### config.mk
export PLATFORM = sky130hd
export DESIGN_NAME = dmem_arbiter
export DESIGN_NICKNAME = d
export VERILOG_FILES = /design/src/rtl/dmem_arb_pkg.sv /design/src/rtl/rr_arbiter2.sv /design/src/rtl/dmem_arbiter.sv
export SDC_FILE = /design/constraint.sdc
export NUM_CORES = 1
export LEC_CHECK = 0
export CAP_MARGIN = 20
export CORE_AREA = 8 8 139 115
export DETAILED_ROUTE_END_ITERATION = 16
export DIE_AREA = 0 0 147 123
export HOLD_SLACK_MARGIN = 0.05
export PLACE_DENSITY = 0.76
export RECOVER_POWER = 25
export REMOVE_ABC_BUFFERS = 1
export SLEW_MARGIN = 40
export SYNTH_ARGS = -nofsm -noshare
export SYNTH_HDL_FRONTEND = slang
export SYNTH_SLANG_ARGS = --single-unit
### constraint.sdc
create_clock -name clk -period 2.25 [get_ports clk]
set_input_delay 0.225 -clock clk [delete_from_list [all_inputs] [get_ports clk]]
set_output_delay 0.225 -clock clk [all_outputs]
set_load 0.1 [all_outputs]
### src/rtl/dmem_arb_pkg.sv
// Shared definitions for the two-port data-memory arbiter.
//   PORT_CPU / PORT_LOAD : requester indices (CPU data port, debug/loader port)
//   NUM_PORTS            : number of requesters
//   ret_entry_t          : one slot of the read-return pipeline {valid, port}
//   req_t                : one requester's access bundle {req, we, addr, wdata}
// BUS_ADDR_W / BUS_DATA_W size the req_t fields. They match the arbiter's
// default ADDR_W / DATA_W. The arbiter casts between req_t and its own port
// widths, so the two must stay in step if either one changes.
package dmem_arb_pkg;

  localparam int   NUM_PORTS  = 2;
  localparam logic PORT_CPU   = 1'b0;
  localparam logic PORT_LOAD  = 1'b1;

  localparam int   BUS_ADDR_W = 32;
  localparam int   BUS_DATA_W = 32;

  typedef struct packed {
    logic valid;
    logic port;
  } ret_entry_t;

  typedef struct packed {
    logic                  req;
    logic                  we;
    logic [BUS_ADDR_W-1:0] addr;
    logic [BUS_DATA_W-1:0] wdata;
  } req_t;

endpackage

### src/rtl/rr_arbiter2.sv
// Two-way round-robin selector.
//   clk, reset : clock and asynchronous active-high reset
//   req        : request vector, bit index = port id
//   gnt        : one-hot (or zero) grant, combinational within the cycle
//   gnt_port   : index of the granted port; meaningful only when |gnt
// When both ports request, the grant goes to the port that did not win the
// last grant. Grants are forced low while reset is high, so requests that
// arrive during reset are ignored.
module rr_arbiter2
  import dmem_arb_pkg::*;
(
  input  logic                 clk,
  input  logic                 reset,
  input  logic [NUM_PORTS-1:0] req,
  output logic [NUM_PORTS-1:0] gnt,
  output logic                 gnt_port
);

  logic last_gnt;

  always_comb begin
    // NOTE: give every output of an always_comb a default first. Otherwise a
    // path that does not assign it infers a latch.
    gnt = '0;
    if (!reset) begin
      if (req[PORT_CPU] && req[PORT_LOAD]) begin
        if (last_gnt == PORT_LOAD) gnt[PORT_CPU]  = 1'b1;
        else                       gnt[PORT_LOAD] = 1'b1;
      end else if (req[PORT_CPU]) begin
        gnt[PORT_CPU] = 1'b1;
      end else if (req[PORT_LOAD]) begin
        gnt[PORT_LOAD] = 1'b1;
      end
    end
  end

  assign gnt_port = gnt[PORT_LOAD];

  // Reset to PORT_LOAD so that the CPU port wins the first tie.
  always_ff @(posedge clk or posedge reset) begin
    // NOTE: clocked state uses non-blocking assignments. Every register then
    // samples its pre-edge value, whatever the order of the statements.
    if (reset)     last_gnt <= PORT_LOAD;
    else if (|gnt) last_gnt <= gnt_port;
  end

endmodule

### src/rtl/dmem_arbiter.sv
// Shares one single-ported data memory between the CPU data port (p0) and
// the debug/loader port (p1).
//   clk, reset            : clock and asynchronous active-high reset
//   pN_req/we/addr/wdata  : requester access; hold stable until pN_gnt is seen
//   pN_gnt                : access accepted this cycle
//   pN_rvalid / pN_rdata  : read return, READ_LAT cycles after the grant;
//                           rdata holds its last value between returns
//   mem_en/we/addr/wdata  : strobe and access forwarded to the memory
//   mem_rdata             : memory read data, READ_LAT cycles after mem_en
// Reads are tagged with the granting port as they travel down a
// READ_LAT-deep shift register. Back-to-back reads from either port
// therefore need no bubble. READ_LAT = 0 routes the return in the grant cycle.
module dmem_arbiter
  import dmem_arb_pkg::*;
#(
  parameter int DATA_W   = 32,
  parameter int ADDR_W   = 32,
  parameter int READ_LAT = 1
) (
  input  logic              clk,
  input  logic              reset,
  input  logic              p0_req,
  input  logic              p0_we,
  input  logic [ADDR_W-1:0] p0_addr,
  input  logic [DATA_W-1:0] p0_wdata,
  output logic              p0_gnt,
  output logic              p0_rvalid,
  output logic [DATA_W-1:0] p0_rdata,
  input  logic              p1_req,
  input  logic              p1_we,
  input  logic [ADDR_W-1:0] p1_addr,
  input  logic [DATA_W-1:0] p1_wdata,
  output logic              p1_gnt,
  output logic              p1_rvalid,
  output logic [DATA_W-1:0] p1_rdata,
  output logic              mem_en,
  output logic              mem_we,
  output logic [ADDR_W-1:0] mem_addr,
  output logic [DATA_W-1:0] mem_wdata,
  input  logic [DATA_W-1:0] mem_rdata
);

  req_t                 p0_bus, p1_bus;
  logic [NUM_PORTS-1:0] gnt;
  logic                 gnt_port;
  logic                 any_gnt;
  logic                 win_we;
  logic [BUS_ADDR_W-1:0] win_addr;
  logic [BUS_DATA_W-1:0] win_wdata;
  ret_entry_t           issue, ret;
  logic [DATA_W-1:0]    p0_hold, p1_hold;

  assign p0_bus = '{req: p0_req, we: p0_we,
                    addr: BUS_ADDR_W'(p0_addr), wdata: BUS_DATA_W'(p0_wdata)};
  assign p1_bus = '{req: p1_req, we: p1_we,
                    addr: BUS_ADDR_W'(p1_addr), wdata: BUS_DATA_W'(p1_wdata)};

  rr_arbiter2 u_arb (
    .clk      (clk),
    .reset    (reset),
    .req      ({p1_bus.req, p0_bus.req}),
    .gnt      (gnt),
    .gnt_port (gnt_port)
  );

  assign p0_gnt  = gnt[PORT_CPU];
  assign p1_gnt  = gnt[PORT_LOAD];
  assign any_gnt = |gnt;

  assign win_we    = (gnt_port == PORT_LOAD) ? p1_bus.we    : p0_bus.we;
  assign win_addr  = (gnt_port == PORT_LOAD) ? p1_bus.addr  : p0_bus.addr;
  assign win_wdata = (gnt_port == PORT_LOAD) ? p1_bus.wdata : p0_bus.wdata;

  // With no grant, the memory sees an idle, all-zero access.
  assign mem_en    = any_gnt;
  assign mem_we    = any_gnt & win_we;
  assign mem_addr  = any_gnt ? ADDR_W'(win_addr)  : '0;
  assign mem_wdata = any_gnt ? DATA_W'(win_wdata) : '0;

  // Writes complete in the grant cycle. Only reads enter the return path.
  assign issue = '{valid: any_gnt & ~win_we, port: gnt_port};

  generate
    if (READ_LAT == 0) begin : g_comb_ret
      assign ret = issue;
    end else begin : g_pipe_ret
      ret_entry_t pipe [READ_LAT];

      always_ff @(posedge clk or posedge reset) begin
        if (reset) begin
          // NOTE: only the valid bits need a reset, because they are the
          // only state that can cause a stray return after reset. The port
          // tags are cleared as well because the array is small.
          for (int i = 0; i < READ_LAT; i++) pipe[i] <= '0;
        end else begin
          pipe[0] <= issue;
          for (int i = 1; i < READ_LAT; i++) pipe[i] <= pipe[i-1];
        end
      end

      assign ret = pipe[READ_LAT-1];
    end
  endgenerate

  assign p0_rvalid = ret.valid & (ret.port == PORT_CPU);
  assign p1_rvalid = ret.valid & (ret.port == PORT_LOAD);

  // On a return the memory data passes straight through. The hold register
  // keeps that port's rdata steady until its next return.
  assign p0_rdata = p0_rvalid ? mem_rdata : p0_hold;
  assign p1_rdata = p1_rvalid ? mem_rdata : p1_hold;

  always_ff @(posedge clk or posedge reset) begin
    if (reset) begin
      p0_hold <= '0;
      p1_hold <= '0;
    end else begin
      if (p0_rvalid) p0_hold <= mem_rdata;
      if (p1_rvalid) p1_hold <= mem_rdata;
    end
  end

endmodule

## Word level (Yosys, flattened, before mapping)

Index checks and enable logic that the tools add are counted.

| cells by class | value |
|---|---|
| multiplexer cells | 14 |
| bitwise logic cells | 6 |
| reductions and logical operators | 2 |

Operator list:

| kind | count |
|---|---|
| two-way mux 32 bit | 6 |
| two-way mux 1 bit | 6 |
| bitwise AND 1 bit | 4 |
| two-way mux 2 bit | 2 |
| NOT 1 bit | 2 |
| OR reduction 2 bit | 1 |
| logical AND 1 bit | 1 |

| word-level totals | value |
|---|---|
| register bits | 67 |
| logic and storage cells | 27 |

## Logic depth before layout (Yosys ltp)

| logic depth | value |
|---|---|
| word-level depth | 7 |
| mapped depth | 5 |

## Modules after synthesis

Synthesis repeated with hierarchy kept, for this count alone.

| unflattened totals | value |
|---|---|
| cells, all modules | 298 |
| area total of the unflattened synthesis | 3,707.3 µm² |

Modules (own cells, without submodules):

| module | cells each | instances | seq. area each (µm²) | area each (µm²) |
|---|---|---|---|---|
| dmem_arbiter | 289 | 1 | 1,651.6 | 3,627.2 |
| rr_arbiter2 | 9 | 1 | 26.3 | 80.1 |

## Worst setup path after synthesis

Ideal clock, no wire load.

| timing | value |
|---|---|
| path type | register to output |
| from | register u_arb.last_gnt |
| to | output mem_addr[23] |
| slack | -1,188 ps |
| arrival | 3,213 ps |
| buffers on the path | 2 |
| required time | 2,025 ps |
| cell stages (with the launch flop) | 5 |
| cells stage by stage | dfstp_2 -> nor2b_1 -> buf_6 -> clkbuf_1 -> o32ai_1 |

| between the ends | value |
|---|---|
| cells in the longest elaborated chain, start to end | 5 |

RTL lines:

| element | line | text |
|---|---|---|
| start: declaration | rr_arbiter2.sv:19 | `logic last_gnt;` |
| start signal: assignment | rr_arbiter2.sv:44 | `else if (\|gnt) last_gnt <= gnt_port;` |
| two-way mux 1 bit | rr_arbiter2.sv:27 | `if (last_gnt == PORT_LOAD) gnt[PORT_CPU] = 1'b1;` |
| two-way mux 2 bit (*) | rr_arbiter2.sv:26 | `if (req[PORT_CPU] && req[PORT_LOAD]) begin` |
| two-way mux 2 bit (*) | rr_arbiter2.sv:25 | `if (!reset) begin` |
| two-way mux 32 bit / OR reduction 2 bit (equally long branches) | dmem_arbiter.sv:71, dmem_arbiter.sv:68 |  |
| two-way mux 32 bit (*) | dmem_arbiter.sv:77 | `assign mem_addr = any_gnt ? ADDR_W'(win_addr) : '0;` |
| end: declaration | dmem_arbiter.sv:38 | `output logic [ADDR_W-1:0] mem_addr,` |

Mark *: on every way between the ends. The rest lies on a longest branch, timed or not.

## Final worst setup path

| timing | value |
|---|---|
| from | register u_arb.last_gnt |
| to | output mem_addr[18] |

Same word-level chain as after synthesis.

==> flow_summary.ini <==
[worst_setup_path]
critical_path_required_ps = 2030
startpoint_type = register
max_stage_delay_ps = 570
crit_fanout = 59
cpMostUsedCell = buf_12
r2r_slack_ps = 870
crit_family = flip-flops
endpoint_kind = primary output
crit_end = mem_addr[18]
worstRegToRegCells = 3
worstSetupStartpoint = u_arb.last_gnt
r2r_end = g_pipe_ret.pipe[0]
critPathArrivalTime_ps = 1970
critPathKind = register to primary output
r2r-start = u_arb.last_gnt
critPathSlowestCell = dfstp_2
path_cells = nor2b_4 > buf_12 > o32ai_1 > buf_12
worst-path-buf-inv = 2
crit_cells = 4

[drt]
drc = 0
highest_layer = met4
met1_length_um = 6520
vias = 4212
firstDrtPassIters = 4
wirelength_um = 18100
routed_via_density = 4.90
wl_met2_um = 9190
wl_met3_um = 2050
wire_per_inst_um = 21.0
initialDrtViolationCount = 192
ant_nets = 0

[clocking]
cts_root_buffer = clkbuf_16
hold_buffers = 0
cts_setup_buffers = 0
cts_made_buffers = 9
ctsResizeCount = 0
cts.sinks = 67
cts_tree = yes
clk_pin_slew_ps = 50
insertion_delay_ps = 320
htree_levels = 3
cts_buffer_depth = 2

[synthesis]
netlist_top_cells_count = 131 x nand2b_1, 66 x dfrtp_1, 56 x mux2_2, 47 x o32ai_1, 19 x o32ai_2
syn_inst = 386
ys_seq_area_share_pct = 39.3
synthFlopType = dfrtp_1
synth_seq_cells = 67
synth_edf_count = 0
synth_area_leaders = dfrtp_1 39%, nand2b_1 19%, mux2_2 15%
synth_top_area_cell = dfrtp_1
yosys_warnings = 0
synth_top_area_share_pct = 38.6
synthArstFlopShare_pct = 100
syn_area_um2 = 4270
synth.most_common_cell = nand2b_1
synth.distinct_cells = 20
avgSynthCellArea_um2 = 11.1

[sta]
slew_headroom_pct = -6.43
finalSetupViolations = 0
fin_ws_ps = 52.7
rsz0062_at_grt = false
tightestPinTransition_ps = 1600
fin_setup_tns_ps = 0
fmax_mhz = 455
hold_viol = 0
period_share_pct = 97.7
finClkSkew_ps = 4.40
min_period_ps = 2200
maxSlewViolCount = 68

[power_and_ir_drop]
p_per_area_nw_per_um2 = 1100
power.total_w = 0.00995
ir_drop_v = 0.000893
p_leak_nw = 3.57

[grt]
grt_use_total_pct = 19.1
overflow = 0
grt_pass1_vias = 4566
grt_antenna_before_repair = 7
grt_max_degree = 137
grt_pass1_wl_um = 26900

[floorplan]
ios = 300
fp.dieArea_um2 = 18100
coreArea_um2 = 13900
start_util_pct = 30.8
die_w_um = 147
num_rows = 39
fp.dieH_um = 123

[run_status]
status = finished with violations
violations = capacitance limit, slew limit

[place]
post-place-ws_ps = 172
hpwl_um = 14500
placed_cells = 837
dpl_cell_area_um2 = 8760
gp_congestion = 0.826
port_buffers = 299

[cells_and_area]
drive_gt1_share_pct = 36.3
multi_input_area_um2 = 2340
final_cells = 860
areaGrowthSynthToFinish_pct = 112
fillers = 975
nets = 830
seqCellArea_um2 = 1680
final_area_um2 = 9040

[min_path]
hp-class = input pin to register

[run]
cap_violations = 1
placed cells by master (no fill, tap or decap), types with 2 or more instances in the layout:
cell type / instances
clkdlybuf4s50_1: 164
buf_12: 140
nand2b_1: 131
dfrtp_1: 66
mux2_2: 56
o32ai_1: 47
o32ai_2: 19
clkbuf_16: 9
mux2_1: 8
diode_2: 7
buf_4: 5
nor2_1: 4
clkinv_2: 3
nor2b_4: 2
inv_1: 2
worst min-delay path by stage:
stage | startpoint | to | slack, ps | cells past startpoint
floorplan | p0_we | g_pipe_ret.pipe[1] | 410 | 2
global route | p1_hold[11] | p1_hold[11] | 550 | 1
global placement | p1_hold[4] | p1_hold[4] | 520 | 1
detailed placement | p0_hold[17] | p0_hold[17] | 520 | 1
finish | reset | u_arb.last_gnt | 530 | 4
CTS | reset | p0_hold[9] | 280 | 4
tightest hold or removal path, stage by stage:
cell and delay, ps:
clkbuf_1 100, buf_12 220, inv_1 110, a22o_1 130
cell families (layout without fill, tap and decap cells):
group | count (synthesis) | count (layout) | synth area share, %
muxes | 64 | 64 | 16.9
AOI/OAI and AO/OA | 68 | 68 | 17.3
other | 0 | 7 | 0
buffers and inverters | 47 | 330 | 6.38
DFF | 67 | 67 | 39.3
and+or+nand+nor | 140 | 140 | 20.2
cell type report:
type | instances | area share (%)
Clock buffer | 10 | 2.64
Antenna cell | 7 | 0.194
Timing Repair Buffer | 311 | 49.6
Clock inverter | 6 | 0.443
Inverter | 3 | 0.124
Multi-Input combinational cell | 272 | 25.9
Sequential cell | 67 | 18.6
Tap cell | 184 | 2.55
power by group:
group / switching, W / total (W) / internal [W]
combinational: 0.00454 / 0.00702 / 0.00248
sequential: 0.0000947 / 0.00167 / 0.00157
clock: 0.000493 / 0.00127 / 0.000774
total: 0.00513 / 0.00995 / 0.00482
metrics by stage:
stage                     hold slack, ps  util, %
after floorplan                      405        -
after global placement               516     63.2
after detailed placement             523     63.2
after CTS                            284     65.3
after global routing                 546     65.3
final                                527     65.3
sequential cells by signal, summed over array words and instances, names as in the netlist:
name / flops
p0_hold: 32
p1_hold: 32
g_pipe_ret.pipe: 2
u_arb.last_gnt: 1
routing by layer:
metal,vias to the layer above,GRT usage (%)
met5,-,0
met4,0,8.65
met3,17,10.1
met2,193,32.5
met1,2043,19.5
li1,1959,-
Power figures use the tool's default switching activity.
